### src/rtl/bias1_sequencer_pkg.sv
// Shared definitions for the first-layer bias/ReLU sequencer: state
// encoding, default sizing and the activation-width helper.
package bias1_sequencer_pkg;

    // Default sizing of the first layer
    localparam int NWBITS_DEF     = 16;
    localparam int COUNT_BIT1_DEF = 10;
    localparam int N_NEURON_DEF   = 32;
    localparam int IDX_BITS_DEF   = 5;

    // Activation word grows by the accumulator guard bits
    function automatic int act_width(input int nwbits, input int count_bits);
        return nwbits + count_bits;
    endfunction

    localparam int ACT_W_DEF = NWBITS_DEF + COUNT_BIT1_DEF;

    // 3-bit state encoding
    localparam logic [2:0] ST_IDLE      = 3'd0;
    localparam logic [2:0] ST_MAC_REQ   = 3'd1;
    localparam logic [2:0] ST_MAC_WAIT  = 3'd2;
    localparam logic [2:0] ST_BIAS      = 3'd3;
    localparam logic [2:0] ST_BIAS_WAIT = 3'd4;
    localparam logic [2:0] ST_WRITE     = 3'd5;
    localparam logic [2:0] ST_UPD       = 3'd6;
    localparam logic [2:0] ST_DONE      = 3'd7;

    typedef enum logic [2:0] {
        S_IDLE      = ST_IDLE,
        S_MAC_REQ   = ST_MAC_REQ,
        S_MAC_WAIT  = ST_MAC_WAIT,
        S_BIAS      = ST_BIAS,
        S_BIAS_WAIT = ST_BIAS_WAIT,
        S_WRITE     = ST_WRITE,
        S_UPD       = ST_UPD,
        S_DONE      = ST_DONE
    } state_t;

endpackage

### src/rtl/bias1_sequencer_relu_clip.sv
// Combinational ReLU: negative inputs clamp to zero, zero and positive
// values pass through unchanged. Width-generic so later layers can reuse it.
module relu_clip #(
    parameter int W = 26
) (
    input  logic signed [W-1:0] din_i,
    output logic signed [W-1:0] dout_o
);

    // Sign bit alone decides the clamp
    always_comb begin
        dout_o = din_i;
        if (din_i[W-1]) begin
            dout_o = '0;
        end
    end

endmodule

### src/rtl/bias1_sequencer.sv
// Sequences the shared first-layer bias/ReLU unit over every hidden neuron.
// Forward sweep: MAC request -> wait -> bias add -> wait -> ReLU write, per
// neuron. Update sweep: one update_bias strobe per neuron on consecutive
// cycles. All strobes are flops loaded from the next state, so each output
// is a clean registered Moore output aligned with the state register.
module bias1_sequencer
    import bias1_sequencer_pkg::*;
#(
    parameter int NWBITS     = NWBITS_DEF,
    parameter int COUNT_BIT1 = COUNT_BIT1_DEF,
    parameter int N_NEURON   = N_NEURON_DEF,
    parameter int IDX_BITS   = IDX_BITS_DEF
) (
    input  logic                                 clk,
    input  logic                                 reset,
    input  logic                                 start_fwd,
    input  logic                                 start_update,
    input  logic                                 mac_done,
    input  logic                                 end_state1,
    input  logic signed [NWBITS+COUNT_BIT1-1:0]  before_relu,
    output logic                                 mac_start,
    output logic                                 add_bias,
    output logic                                 update_bias,
    output logic        [IDX_BITS-1:0]           neuron_idx,
    output logic                                 act_wr_en,
    output logic        [NWBITS+COUNT_BIT1-1:0]  act_data,
    output logic                                 busy,
    output logic                                 done
);

    localparam int ACT_W = act_width(NWBITS, COUNT_BIT1);

    localparam logic [IDX_BITS-1:0] LAST_IDX = IDX_BITS'(N_NEURON - 1);
    localparam logic [IDX_BITS-1:0] IDX_ONE  = IDX_BITS'(1);

    state_t                    state_q, state_d;
    logic [IDX_BITS-1:0]       idx_q, idx_d;
    logic [ACT_W-1:0]          act_q, act_d;
    logic signed [ACT_W-1:0]   relu_out;

    logic mac_start_q, add_bias_q, update_bias_q, act_wr_en_q, busy_q, done_q;

    relu_clip #(
        .W (ACT_W)
    ) u_relu_clip (
        .din_i  (before_relu),
        .dout_o (relu_out)
    );

    // Next-state, neuron index and activation capture
    always_comb begin
        state_d = state_q;
        idx_d   = idx_q;
        act_d   = act_q;
        unique case (state_q)
            S_IDLE: begin
                // Forward has priority; a coincident update request is dropped
                if (start_fwd) begin
                    idx_d   = '0;
                    state_d = S_MAC_REQ;
                end else if (start_update) begin
                    idx_d   = '0;
                    state_d = S_UPD;
                end
            end
            S_MAC_REQ: begin
                state_d = S_MAC_WAIT;
            end
            S_MAC_WAIT: begin
                if (mac_done) begin
                    state_d = S_BIAS;
                end
            end
            S_BIAS: begin
                state_d = S_BIAS_WAIT;
            end
            S_BIAS_WAIT: begin
                // Wait on the completion level rather than a fixed latency
                if (end_state1) begin
                    act_d   = relu_out;
                    state_d = S_WRITE;
                end
            end
            S_WRITE: begin
                if (idx_q == LAST_IDX) begin
                    state_d = S_DONE;
                end else begin
                    idx_d   = idx_q + IDX_ONE;
                    state_d = S_MAC_REQ;
                end
            end
            S_UPD: begin
                if (idx_q == LAST_IDX) begin
                    state_d = S_DONE;
                end else begin
                    idx_d = idx_q + IDX_ONE;
                end
            end
            S_DONE: begin
                idx_d   = '0;
                state_d = S_IDLE;
            end
            default: begin
                idx_d   = '0;
                state_d = S_IDLE;
            end
        endcase
    end

    // State, index, activation and strobe registers
    always_ff @(posedge clk) begin
        if (reset) begin
            state_q       <= S_IDLE;
            idx_q         <= '0;
            act_q         <= '0;
            mac_start_q   <= 1'b0;
            add_bias_q    <= 1'b0;
            update_bias_q <= 1'b0;
            act_wr_en_q   <= 1'b0;
            busy_q        <= 1'b0;
            done_q        <= 1'b0;
        end else begin
            state_q       <= state_d;
            idx_q         <= idx_d;
            act_q         <= act_d;
            mac_start_q   <= (state_d == S_MAC_REQ);
            add_bias_q    <= (state_d == S_BIAS);
            update_bias_q <= (state_d == S_UPD);
            act_wr_en_q   <= (state_d == S_WRITE);
            busy_q        <= (state_d != S_IDLE);
            done_q        <= (state_d == S_DONE);
        end
    end

    assign mac_start   = mac_start_q;
    assign add_bias    = add_bias_q;
    assign update_bias = update_bias_q;
    assign act_wr_en   = act_wr_en_q;
    assign busy        = busy_q;
    assign done        = done_q;
    assign neuron_idx  = idx_q;
    assign act_data    = act_q;

endmodule

### config.mk
export PLATFORM = sky130hd
export DESIGN_NAME = bias1_sequencer
export DESIGN_NICKNAME = d
export VERILOG_FILES = /design/src/rtl/bias1_sequencer_pkg.sv /design/src/rtl/bias1_sequencer_relu_clip.sv /design/src/rtl/bias1_sequencer.sv
export SDC_FILE = /design/constraint.sdc
export NUM_CORES = 1
export LEC_CHECK = 0
export ABC_AREA = 1
export BUFFER_PORTS_ARGS = -buffer_cell sky130_fd_sc_hd__buf_2
export CORE_UTILIZATION = 47
export CTS_CLUSTER_SIZE = 40
export DETAILED_ROUTE_END_ITERATION = 8
export PLACE_DENSITY = 0.85
export SYNTH_ARGS = -nofsm -noshare
export SYNTH_HDL_FRONTEND = slang
export SYNTH_SLANG_ARGS = --single-unit
### constraint.sdc
create_clock -name clk -period 2.1 [get_ports clk]
set_input_delay 0.105 -clock clk [delete_from_list [all_inputs] [get_ports clk]]
set_output_delay 0.105 -clock clk [all_outputs]
set_load 0.02 [all_outputs]
After elaboration in Yosys (flattened, before gate mapping)
Cells that the tools add are included.
- word-level logic and storage cells: 43
- register bits after elaboration: 40
- input bits: 32
- equal/unequal tests: 15
- $add $sub $neg: 1
- reductions and logical operators: 6
- muxes and demuxes: 12
- operators by type and width (operator ; count):
    $mux 25 ; 1
    $pmux 3 s8 ; 1
    $eq 3x3->1 const B ; 7
    $mux 3 ; 6
    $mux 5 ; 3
    $pmux 5 s3 ; 1
    $eq 3x2->1 const B ; 3
    $eq 3x1->1 const B ; 2
    $reduce_bool 3->1 ; 2
    $add 5x1->5 const B ; 1
    $eq 5x5->1 const B ; 1
    $logic_not 3->1 ; 1
    $ne 3x3->1 const B ; 1
    $reduce_and 3->1 ; 1
    $ne 2x2->1 const B ; 1
    $reduce_and 2->1 ; 1
    $reduce_or 2->1 ; 1

Logic depth before layout (Yosys ltp)
Gate-level depths: netlist of run 1.
- depth in word-level cells: 4
- depth in mapped cells: 11

Modules after synthesis
A second synthesis of run 1 with hierarchy kept.
- cell total of the unflattened synthesis: 271
- area, all modules: 1878.1 sq um
- by module, submodules not included (module ; cells each ; area an instance (sq um) ; instances):
    bias1_sequencer ; 216 ; 1642.8 ; 1
    relu_clip ; 55 ; 235.2 ; 1

Worst setup path after synthesis of run 1
No wires, ideal clock.
- kind: register to register
- start point: register idx_q[0] (netlist: neuron_idx[0])
- end point: register busy_q (netlist: busy)
- data arrival time: 1.472 ns
- data required time: 1.985 ns
- path buffers: 0
- path slack: 0.513 ns
- clock period less this slack: 1.587 ns
- cell stages (with the launch flop): 11
- cells stage by stage: dfxtp_1 -> ha_1 -> nand2_1 -> nor2_1 -> ha_1 -> inv_1 -> nor2_1 -> o22ai_1 -> nand3_1 -> nand2_1 -> nand2_1
- longest elaborated chain between the ends: 4
- RTL lines (item ; line ; RTL):
    start: declaration ; bias1_sequencer.sv:37 ; logic [IDX_BITS-1:0] idx_q, idx_d;
    start signal: assignment ; bias1_sequencer.sv:124 ; idx_q <= idx_d;
    $eq 5x5->1 * ; bias1_sequencer.sv:85, bias1_sequencer.sv:93 ;
    $mux 3 (on tied branches) ; bias1_sequencer.sv:93, bias1_sequencer.sv:85 ;
    $pmux 3 s8 * ; bias1_sequencer.sv:55 ; unique case (state_q)
    $reduce_bool 3->1 * ; bias1_sequencer.sv:130 ; busy_q <= (state_d != S_IDLE);
    end signal: assignment ; bias1_sequencer.sv:130 ;
    end: declaration ; bias1_sequencer.sv:41 ; logic mac_start_q, add_bias_q, update_bias_q, act_wr_en_q, busy_q, done_q;
Every way passes the cells marked *; elsewhere a longest branch is shown, timed or not.
A chain may end at the register's enable or synchronous reset.

Worst setup path after layout of run 1
Same ends and word-level chain as after synthesis.

==> summary.md, run 1 <==
| Metric | Value |
|---|---|
| Outcome | finished, final reports clean |
| Post-synthesis to final-layout area growth | 24.8% |
| Required time of the critical path | 2.35 ns |
| Commonest non-fill, non-tap cell in the layout | buf_2 |
| Die W | 62.0 um |
| Synth Instances | approximately 220 |
| Worst VDD drop | between 500 and 600 uV |
| Reg2Reg Setup Slack | 0.43 ns |
| Row count | 21 |
| FF-to-FF Start | neuron_idx[0] |
| Util after Layout | between 60% and 70% |
| Tot Pwr | 2.13 mW |
| Worst Hold Class | input pin to flop |
| Main flop type after synthesis | dfxtp_1 |
| Mapped Avg Cell Area | a little under 8 sq um |
| Total Wirelength | 3690 um |
| Worst Max-Slew Pin Slew | 0.687 ns |
| Setup TNS | 0 ns |
| Initial core utilization | 49.8% |
| Vias per cell | 4.91 |
| Max cap viols | 0 |
| Worst setup path end | busy |
| CP arrival | between 1.5 and 2 ns |
| Final Skew | 0.0109 ns |
| Initial DRC count | ~130 |
| Post-route insts no fill | 332 |
| Critical path startpoint | neuron_idx[0] |
| GRT overflow | 0 |
| Commonest cells after routing, fill and taps aside | buf_2, nand2_1, dfxtp_1 |
| CP Class | flop to flop |
| Fin crit period | 1.67 ns |
| Seq/Total Area, Yosys | 46.2% |
| Max Root-Sink Buffers | 2 |
| Setup crit start kind | flop |
| Die ar. | 3840 sq um |
| Reg2reg end | busy |
| Mapped Nets | roughly 250 |
| Clk root buf | clkbuf_4 |
| Setup violators final | 0 |
| Overall global routing resource usage | between 15 and 20% |
| Gpl congestion | 0.877 |
| Initial antenna violation count | 0 |
| Largest net degree at the start of global routing | 35 |
| Num CTS Buffers | 5 |
| Pleak | 0.998 nW |
| Die height | 62.0 um |
| Layout cells sized above 1 | 30.8% |
| Final #Nets | 319 |
| Crit Path Max Fanout | 4 |
| Core area | 3390 sq um |
| Hold Violations, Final | 0 |
| Post-synth EDFFs | 0 |
| RSZ-0062 raised after global routing | no |
| Final Max Slew Viols | 0 |
| Critical Path Sink Type | flop |
| Vias | approximately 1600 |
| R2R depth | 10 |
| N_diodes | 0 |
| Post-synth ARST share | 0% |
| Post-CTS sizing | 0 |
| Number of global-route vias before repair | 1287 |
| Num ports | 69 |
| Post-synth cell types | 25 |
| Remaining DRCs | 0 |
| Rel. slew slack | 53.9% |
| First-pass GRT wire length | 5510 um |
| H-tree levels | 2 |
| Max Freq | approximately 600 MHz |
| CTS sink count | 39 |
| Yosys reg bits | 39 |
| CTS tree | yes |
| First drt pass iteration count | 4 |
| Clock transition at the register clock pins on the worst setup and hold paths after CTS | 0.11 ns |
| Fillers | 317 |
| Worst-Skew Late Latency | about 0.34 ns |
| IO Port Bufs | 67 |
| Antenna Violating Nets Remaining | 0 |
| DR WL/cell | 11.1 um |
| Pwr dens | 1010 nW/um^2 |
| Synth Warn # | 0 |
| Inst Count DP | 319 |
| Fin crit share | about four fifths |
| Post-CTS Setup Inserts | 0 |
| Mapped Area | 1690 sq um |
| Detailed Place HPWL | 2560 um |
[cells by family after synthesis]
group / synth area share [%]
and+or+nand+nor: 33.4
DFF: 46.2
AOI/OAI and AO/OA: 9.26
buffers and inverters: 8.89
adders and majority gates: 1.48
xor gates and xnor gates: 0.519
other: 0.222
[what timing repair did]
item / in CTS / in global routing
hold endpoints to repair: 2 / 3
hold buffers: 2 / 3
setup endpoints to repair: 0 / 0
[metrics by stage]
step / setup WS (ns) / hold slack (ns) / cell area (sq um)
final: 0.427 / 0.0171 / 2110
after global routing: 0.229 / 0.00306 / 2110
after CTS: 0.450 / 0.000657 / 2080
after detailed placement: 0.454 / 0.378 / 2000
after global placement: 0.525 / 0.372 / 2000
after floorplan: 0.513 / 0.265 / 1690
[flip-flops by register name, indices dropped and copies added (netlist names)]
signal / count
neuron_idx: 5
done: 1
update_bias: 1
busy: 1
act_data: 25
act_wr_en: 1
state_q: 3
add_bias: 1
mac_start: 1
[routing by layer]
metal / track usage, % / vias up / share of wire [%] / routed length (um)
li1: - / 846 / - / -
met1: 24.9 / 729 / 45 / 1650
met2: 31.0 / 47 / 49 / 1800
met3: 3.31 / 9 / 4.6 / 169
met4: 12.1 / 0 / 2.1 / 78
met5: 0 / - / 0 / 0
[cell usage after synthesis, types with 2 or more instances]
cell type,instances,share of area (%)
inv_1,11,2.4
buf_4,2,0.89
buf_2,2,0.59
nand3_1,34,10
a21oi_1,30,8.9
nand4_1,4,1.5
clkbuf_1,4,0.89
nand2_2,2,0.74
ha_1,2,1.5
nand2_4,2,1.3
buf_6,4,2.7
nand2_1,49,11
inv_2,3,0.67
nor2_1,19,4.2
dfxtp_1,39,46
[cell type report]
type | instances | area [sq um] | area share [%]
well taps | 46 | 57.6 | 2.73
clock buffers | 6 | 41.3 | 1.96
multi-input cells | 150 | 758 | 36.0
flip-flops and latches | 39 | 781 | 37.0
inverters | 16 | 65.1 | 3.09
repair buffers | 73 | 393 | 18.6
clock inverters | 2 | 12.5 | 0.593
[worst max-delay path, stage by stage (launching register included)]
cell	delay [ns]
dfxtp_1	0.35
ha_1	0.23
nand2_1	0.07
nor2_1	0.04
ha_1	0.23
inv_1	0.13
nor2_1	0.06
o22ai_1	0.23
nand3_1	0.13
nand2_1	0.08
nand2_1	0.05
[worst min-delay path by stage]
| stage | cells after the start | to | slack (ns) | from |
|---|---|---|---|---|
| global route | 3 | act_data[10] | 0.003 | before_relu[10] |
| finish | 3 | act_data[7] | 0.02 | before_relu[7] |
| CTS | 3 | act_data[7] | 0.0007 | before_relu[7] |
| global placement | 3 | act_data[7] | 0.37 | before_relu[7] |
| detailed placement | 3 | act_data[20] | 0.38 | before_relu[20] |
| floorplan | 2 | act_data[0] | 0.26 | before_relu[0] |
[report_power, final]
group | total (mW) | internal, mW | switching [mW]
clock | 0.366 | 0.129 | 0.236
combinational | 0.852 | 0.278 | 0.574
sequential | 0.908 | 0.838 | 0.0700
Power figures use the tool's default switching activity.
==> inputs of run 2 (changes only) <==
--- a/config.mk
+++ b/config.mk
@@ -5,7 +5,7 @@
 export SDC_FILE = /design/constraint.sdc
 export NUM_CORES = 1
 export LEC_CHECK = 0
-export ABC_AREA = 1
+export ABC_AREA = 0
 export BUFFER_PORTS_ARGS = -buffer_cell sky130_fd_sc_hd__buf_2
 export CORE_UTILIZATION = 47
 export CTS_CLUSTER_SIZE = 40
==> constraint.sdc (replaced) <==
create_clock -name clk -period 1.7 [get_ports clk]
set_input_delay 0.085 -clock clk [delete_from_list [all_inputs] [get_ports clk]]
set_output_delay 0.085 -clock clk [all_outputs]
set_load 0.02 [all_outputs]
==> run 2 against run 1 <==
Against the previous run:
- the flow now finishes with violations (negative setup slack)
- largest cell class is now multi-input combinational cells
- cell area up 16%
- cell count shrank 2.4%
- global-route usage rose by 1.7 points
==> summary.md, run 2 <==
| Metric | Value |
|---|---|
| Outcome | complete, but fails checks |
| Failing checks | negative setup slack |
| Dpl ws | -0.0430 ns |
| Main flop type after synthesis | dfxtp_1 |
| Largest cells by area after synthesis | dfxtp_1, nand3b_1, a21oi_1, nand2_1, nand2b_1 |
| Share of the synthesized area in the top cell type | 45.9% |
| Gpl congestion | around 0.84 |
| Hold Violations, Final | 0 |
| Synth Instances | 192 |
| Switching power | 637 uW |
| Max Freq | 585 MHz |
| Final Skew | between 0.006 and 0.007 ns |
| Critical Path Sink Type | flop |
| Hold path endpoint | act_data[10] |
| Mapped Avg Cell Area | 8.86 sq um |
| Clk root buf | clkbuf_4 |
| Number of global-route vias before repair | 1493 |
| Seq/Total Area, Yosys | between 40% and 50% |
| WHS Path Cells | 3 |
| Multi-input logic area | 896 sq um |
| Leading area contributor after synthesis | dfxtp_1 |
| Num CTS Buffers | 5 |
| Synth top cells by count | dfxtp_1, nand2_1, a21oi_1 |
| Overall global routing resource usage | 21.3% |
| Top-count cell post-synth | dfxtp_1 |
| Die height | approximately 62 um |
| Power share of the clock group | 28.7% |
| Hold_sp | before_relu[10] |
| Int Power | 1.58 mW |
| GRT overflow | 0 |
| RSZ-0062 raised after global routing | yes |
| Reg2Reg Setup Slack | -0.008 ns |
| Final #Nets | 311 |
| Initial antenna violation count | 0 |
| Worst Hold Class | input pin to flop |
| Inst Count DP | 295 |
| Final WS setup | -0.00832 ns |
| Pwr dens | approximately 910 nW/um^2 |
| Post-route insts no fill | 324 |
| Required time of the critical path | 1.97 ns |
| Mapped Area | about 1700 sq um |
| Clock transition at the register clock pins on the worst setup and hold paths after CTS | 0.11 ns |
| Synth Warn # | 0 |
| Crit-path max cell delay | 0.37 ns |
| Initial core utilization | 50.2% |
| Switching Share | 28.8% |
| Max FFs per register | 25 |
| IO Port Bufs | 67 |
| FF-to-FF Start | neuron_idx[1] |
| Die W | 62.2 um |
| Sequential Power Share | 47.0% |
| Max Root-Sink Buffers | 2 |
| R2R depth | 7 |
| CTS sink count | 39 |
| CP Class | flop to flop |
| N_diodes | 0 |
| CP max-delay cell | dfxtp_4 |
| Worst Max-Slew Pin Slew | 0.622 ns |
| Rel. slew slack | between 50% and 60% |
| Crit path cell chain | ha_4 -> and3_4 -> ha_4 -> and3b_2 -> a31oi_4 -> or3_4 -> a21oi_2 |
| Commonest cells after routing, fill and taps aside | buf_2, dfxtp_1, nand2_1 |
| Initial DRC count | 101 |
| First drt pass iteration count | 4 |
| Final Max Slew Viols | 0 |
| Commonest non-fill, non-tap cell in the layout | buf_2 |
| Reg2reg end | neuron_idx[2] |
| First-pass GRT wire length | approximately 6600 um |
| Seq. cell area | 790 sq um |
| Gate power share | 24.4% |
| Yosys reg bits | 39 |
| CP arrival | just under 2 ns |
| Max cap viols | 0 |
| Setup violators final | 1 |
| Fillers | between 200 and 300 |
| Core area | between 3000 and 4000 sq um |
| CP most frequent cell | ha_4 |
| Setup crit start kind | flop |
| Post-synth EDFFs | 0 |
| Detailed Place HPWL | ~2500 um |
| Worst VDD drop | 466 uV |
| Die ar. | 3870 sq um |
| Vias | 1657 |
| Total Wirelength | 4080 um |
| Largest net degree at the start of global routing | 36 |
| Fin crit period | ~1.7 ns |
| Post-route cell area | between 2000 and 2500 sq um |
| Num ports | 69 |
| Fin crit share | 100% |
| Post-synthesis to final-layout area growth | 43.5% |
| Crit Path Max Fanout | 5 |
| DR WL/cell | 12.6 um |
| Pleak | 1.03 nW |
| Row count | 21 |
| Antenna Violating Nets Remaining | 0 |
| Placed Area | between 2000 and 2500 sq um |
| Mapped Nets | 226 |
| Post-synth cell types | 36 |
| H-tree levels | 2 |
| Layout cells sized above 1 | 36.3% |
| CTS tree | yes |
| Remaining DRCs | 0 |
| Post-synth ARST share | 0% |
| Vias per cell | about 5.1 |
| Worst-Skew Late Latency | 0.34 ns |
run 2: per-stage QoR:
| step | setup TNS (ns) | hold slack, ns | util, % | power, mW |
|---|---|---|---|---|
| 2_1_floorplan | 0 | 0.249 | - | 1.39 |
| 3_3_place_gp | 0 | 0.354 | 61.5 | 1.51 |
| 3_5_place_dp | -0.0796 | 0.360 | 61.5 | 1.51 |
| 4_1_cts | -0.0434 | 0.00127 | 69.0 | 2.18 |
| 5_1_grt | -0.345 | 0.00108 | 72.0 | 2.35 |
| 6_report | -0.00832 | 0.0118 | 72.0 | 2.21 |
run 2: critical path, delay by kind of cell, from the launching register on:
kind | cells | cell delay [ns]
AOI/OAI and AO/OA | 2 | 0.17
DFF | 1 | 0.37
adders and majority gates | 2 | 0.31
and+or+nand+nor | 3 | 0.78
run 2: area by class of cell:
class                           instances  share of cell area, %
Multi-Input combinational cell        135                   36.7
Sequential cell                        39                   32.3
Timing Repair Buffer                   94                   24.8
Tap cell                               46                   2.36
Clock buffer                            6                   2.10
Clock inverter                          2                   1.44
Inverter                                2                  0.308
run 2: worst max path at each step:
stage                        startpoint             to  slack [ns]  cells past startpoint
after global placement    neuron_idx[0]  neuron_idx[3]        0.02                      7
final                     neuron_idx[1]  neuron_idx[2]      -0.008                      7
after global routing      neuron_idx[1]  neuron_idx[0]       -0.08                      8
after floorplan           neuron_idx[0]  neuron_idx[3]        0.01                      7
after detailed placement  neuron_idx[0]  neuron_idx[2]       -0.04                      7
after CTS                 neuron_idx[1]  neuron_idx[2]       -0.03                      7
run 2: cell families (layout without fill, tap and decap cells):
| kind of cell | after synthesis | after routing | share of synthesized area, % |
|---|---|---|---|
| flops | 39 | 39 | 45.9 |
| xor+xnor | 2 | 2 | 1.03 |
| fa+ha+maj | 2 | 2 | 1.47 |
| buf+inv | 18 | 104 | 5.81 |
| other cells | 1 | 1 | 0.220 |
| compound gates | 41 | 41 | 14.9 |
| mux | 3 | 3 | 1.76 |
| simple gates | 86 | 86 | 28.9 |
run 2: metal layers:
| layer | track usage [%] | vias up | wire length, um |
|---|---|---|---|
| met1 | 25.1 | 768 | 1700 |
| met4 | 10.5 | 0 | 79 |
| li1 | - | 832 | - |
| met3 | 3.86 | 9 | 160 |
| met5 | 0 | - | 0 |
| met2 | 37.1 | 48 | 2150 |
run 2: power groups by stage:
stage,clock [mW],combinational (mW),sequential (mW)
after detailed placement,0,0.456,1.06
final,0.635,0.539,1.04
after global placement,0,0.456,1.05
after floorplan,0,0.322,1.07
after CTS,0.654,0.490,1.04
after global routing,0.704,0.593,1.05
run 2: timing repair:
action | CTS | global route
setup buffers | 1 | 0
hold buffers | 14 | 6
endpoints found under the hold margin | 14 | 6
pin swaps | 3 | 3
resized for setup | 3 | 12
endpoints found under the setup margin | 4 | 10
==> inputs of run 3 (changes only) <==
--- a/config.mk
+++ b/config.mk
@@ -11,6 +11,7 @@
 export CTS_CLUSTER_SIZE = 40
 export DETAILED_ROUTE_END_ITERATION = 8
 export PLACE_DENSITY = 0.85
+export RECOVER_POWER = 100
 export SYNTH_ARGS = -nofsm -noshare
 export SYNTH_HDL_FRONTEND = slang
 export SYNTH_SLANG_ARGS = --single-unit
==> run 3 against run 2 <==
Against the previous run:
- count of clock-buffer cells in the layout unchanged
- maximum frequency about the same
- the flow still finishes with violations (negative setup slack)
- die area unchanged
- clock power about the same
- setup slack improved by 0.00082 ns
- worst hold slack got worse by 0.0028 ns
- flip-flop and latch count unchanged
==> summary.md, run 3 (synthesized netlist as in run 2, its figures left out) <==
| Metric | Value |
|---|---|
| Overall global routing resource usage | 21.3% |
| Crit path cell chain | ha_4 -> and3_4 -> ha_4 -> and3b_2 -> a31oi_4 -> or3_4 -> a21oi_2 |
| Post-route cell area | 2400 sq um |
| Tot Pwr | ~2.2 mW |
| Die ar. | around 3900 sq um |
| RSZ-0062 raised after global routing | yes |
| Total Wirelength | 4130 um |
| Remaining DRCs | 0 |
| Clk root buf | clkbuf_4 |
| CP most frequent cell | ha_4 |
| Setup TNS | -0.00750 ns |
| First-pass GRT wire length | 6600 um |
| Die W | 62.2 um |
| Crit Path Max Fanout | 5 |
| Critical Path Sink Type | flop |
| Fin crit period | 1.71 ns |
| Clock transition at the register clock pins on the worst setup and hold paths after CTS | 0.11 ns |
| Initial antenna violation count | 0 |
| Rel. slew slack | 58.5% |
| Outcome | complete, but fails checks |
| Post-synthesis to final-layout area growth | 41.1% |
| DR WL/cell | 12.8 um |
| Initial core utilization | around half |
| N_diodes | 0 |
| H-tree levels | 2 |
| Hold Violations, Final | 0 |
| IO Port Bufs | 67 |
| First drt pass iteration count | 4 |
| Min Hold Slack | between 0.009 and 0.01 ns |
| Commonest non-fill, non-tap cell in the layout | dfxtp_1 |
| CTS sink count | 39 |
| CP Class | flop to flop |
| Int Power | 1.57 mW |
| Placed Area | 2080 sq um |
| CP max-delay cell | dfxtp_4 |
| Die height | 62.2 um |
| Sequential Power Share | 47.1% |
| Num ports | 69 |
| Final Max Slew Viols | 0 |
| Max cap viols | 0 |
| Setup crit start kind | flop |
| Num CTS Buffers | 5 |
| Final Skew | 0.00818 ns |
| Pleak | about 0.9 nW |
| Switching Share | 29.1% |
| Required time of the critical path | 1.97 ns |
| Crit-path max cell delay | 0.37 ns |
| Power share of the clock group | 28.9% |
| Detailed Place HPWL | around 2500 um |
| Max FFs per register | 25 |
| Worst Hold Class | input pin to flop |
| CTS tree | yes |
| Initial DRC count | 86 |
| Core area | 3390 sq um |
| GRT overflow | 0 |
| Worst-Skew Late Latency | ~0.34 ns |
| Final WS setup | -0.00750 ns |
| Final #Nets | 311 |
| Setup violators final | 1 |
| Gate power share | 24.0% |
| Number of global-route vias before repair | 1493 |
| Worst VDD drop | 463 uV |
| Worst Max-Slew Pin Slew | 0.622 ns |
| Gpl congestion | 0.841 |
| Vias per cell | 5.10 |
| Row count | 21 |
| Largest net degree at the start of global routing | 36 |
| Max Freq | 586 MHz |
| Fin crit share | 100% |
| Switching power | between 600 and 700 uW |
| Antenna Violating Nets Remaining | 0 |
| Pwr dens | 920 nW/um^2 |
| Util after Layout | 70.8% |
| Failing checks | negative setup slack |
| Commonest cells after routing, fill and taps aside | dfxtp_1, buf_2, clkbuf_1 |
| Layout cells sized above 1 | 24.8% |
| Vias | around 1700 |
| Max Root-Sink Buffers | 2 |
| CP arrival | 1.98 ns |
-- run 3: changes by cell type in the layout (fill, tap and decap cells not counted) --
cell | previous run | this run
buf_2 | 67 | 35
clkbuf_1 | 0 | 32
-- run 3: power groups by stage --
stage | Clock (mW) | Combinational (mW) | Sequential (mW)
detailed placement | 0 | 0.456 | 1.06
global route | 0.704 | 0.583 | 1.05
CTS | 0.654 | 0.490 | 1.04
floorplan | 0 | 0.322 | 1.07
finish | 0.638 | 0.531 | 1.04
global placement | 0 | 0.456 | 1.05
-- run 3: final cells by class --
class	count	area (sq um)
Fill cell	290	988
Multi-Input combinational cell	135	896
Sequential cell	39	790
Timing Repair Buffer	94	564
Tap cell	46	57.6
Clock buffer	6	51.3
Clock inverter	2	35.0
Inverter	2	7.51
-- run 3: worst max-delay path, delay by kind of cell (launching register included) --
| family | cells | cell delay [ns] |
|---|---|---|
| AND/OR/NAND/NOR | 3 | 0.78 |
| adder cells (fa/ha/maj) | 2 | 0.31 |
| flip-flops | 1 | 0.37 |
| AO/OA/AOI/OAI | 2 | 0.17 |
-- run 3: metal layers --
layer	routed length, um	global-route usage (%)	up-vias
li1	-	-	832
met3	157	3.86	9
met2	2150	37.1	48
met4	79	10.5	0
met5	0	0	-
met1	1740	25.1	763
-- run 3: final timing paths --
path / slack, ns / cells after the start / endpoint / from
hold / removal: 0.009 / 3 / act_data[7] / before_relu[7]
setup reg to reg: -0.008 / 7 / neuron_idx[2] / neuron_idx[1]
setup / recovery: -0.008 / 7 / neuron_idx[2] / neuron_idx[1]
hold reg to reg: 0.46 / 2 / act_data[19] / act_data[19]
-- run 3: repair_timing --
| action | CTS | global route |
|---|---|---|
| gates resized for setup | 3 | 12 |
| hold buffers | 14 | 6 |
| buffers inserted | 1 | 0 |
| pin swaps | 3 | 3 |
| gates cloned | 0 | 0 |
| setup endpoints to repair | 4 | 10 |
| endpoints found under the hold margin | 14 | 6 |
-- run 3: stage by stage --
step / cells / worst slack, ns
final: 324 / -0.00750
after global routing: 324 / -0.0772
after CTS: 318 / -0.0338
after detailed placement: 295 / -0.0430
after global placement: 295 / 0.0175
after floorplan: 192 / 0.0116
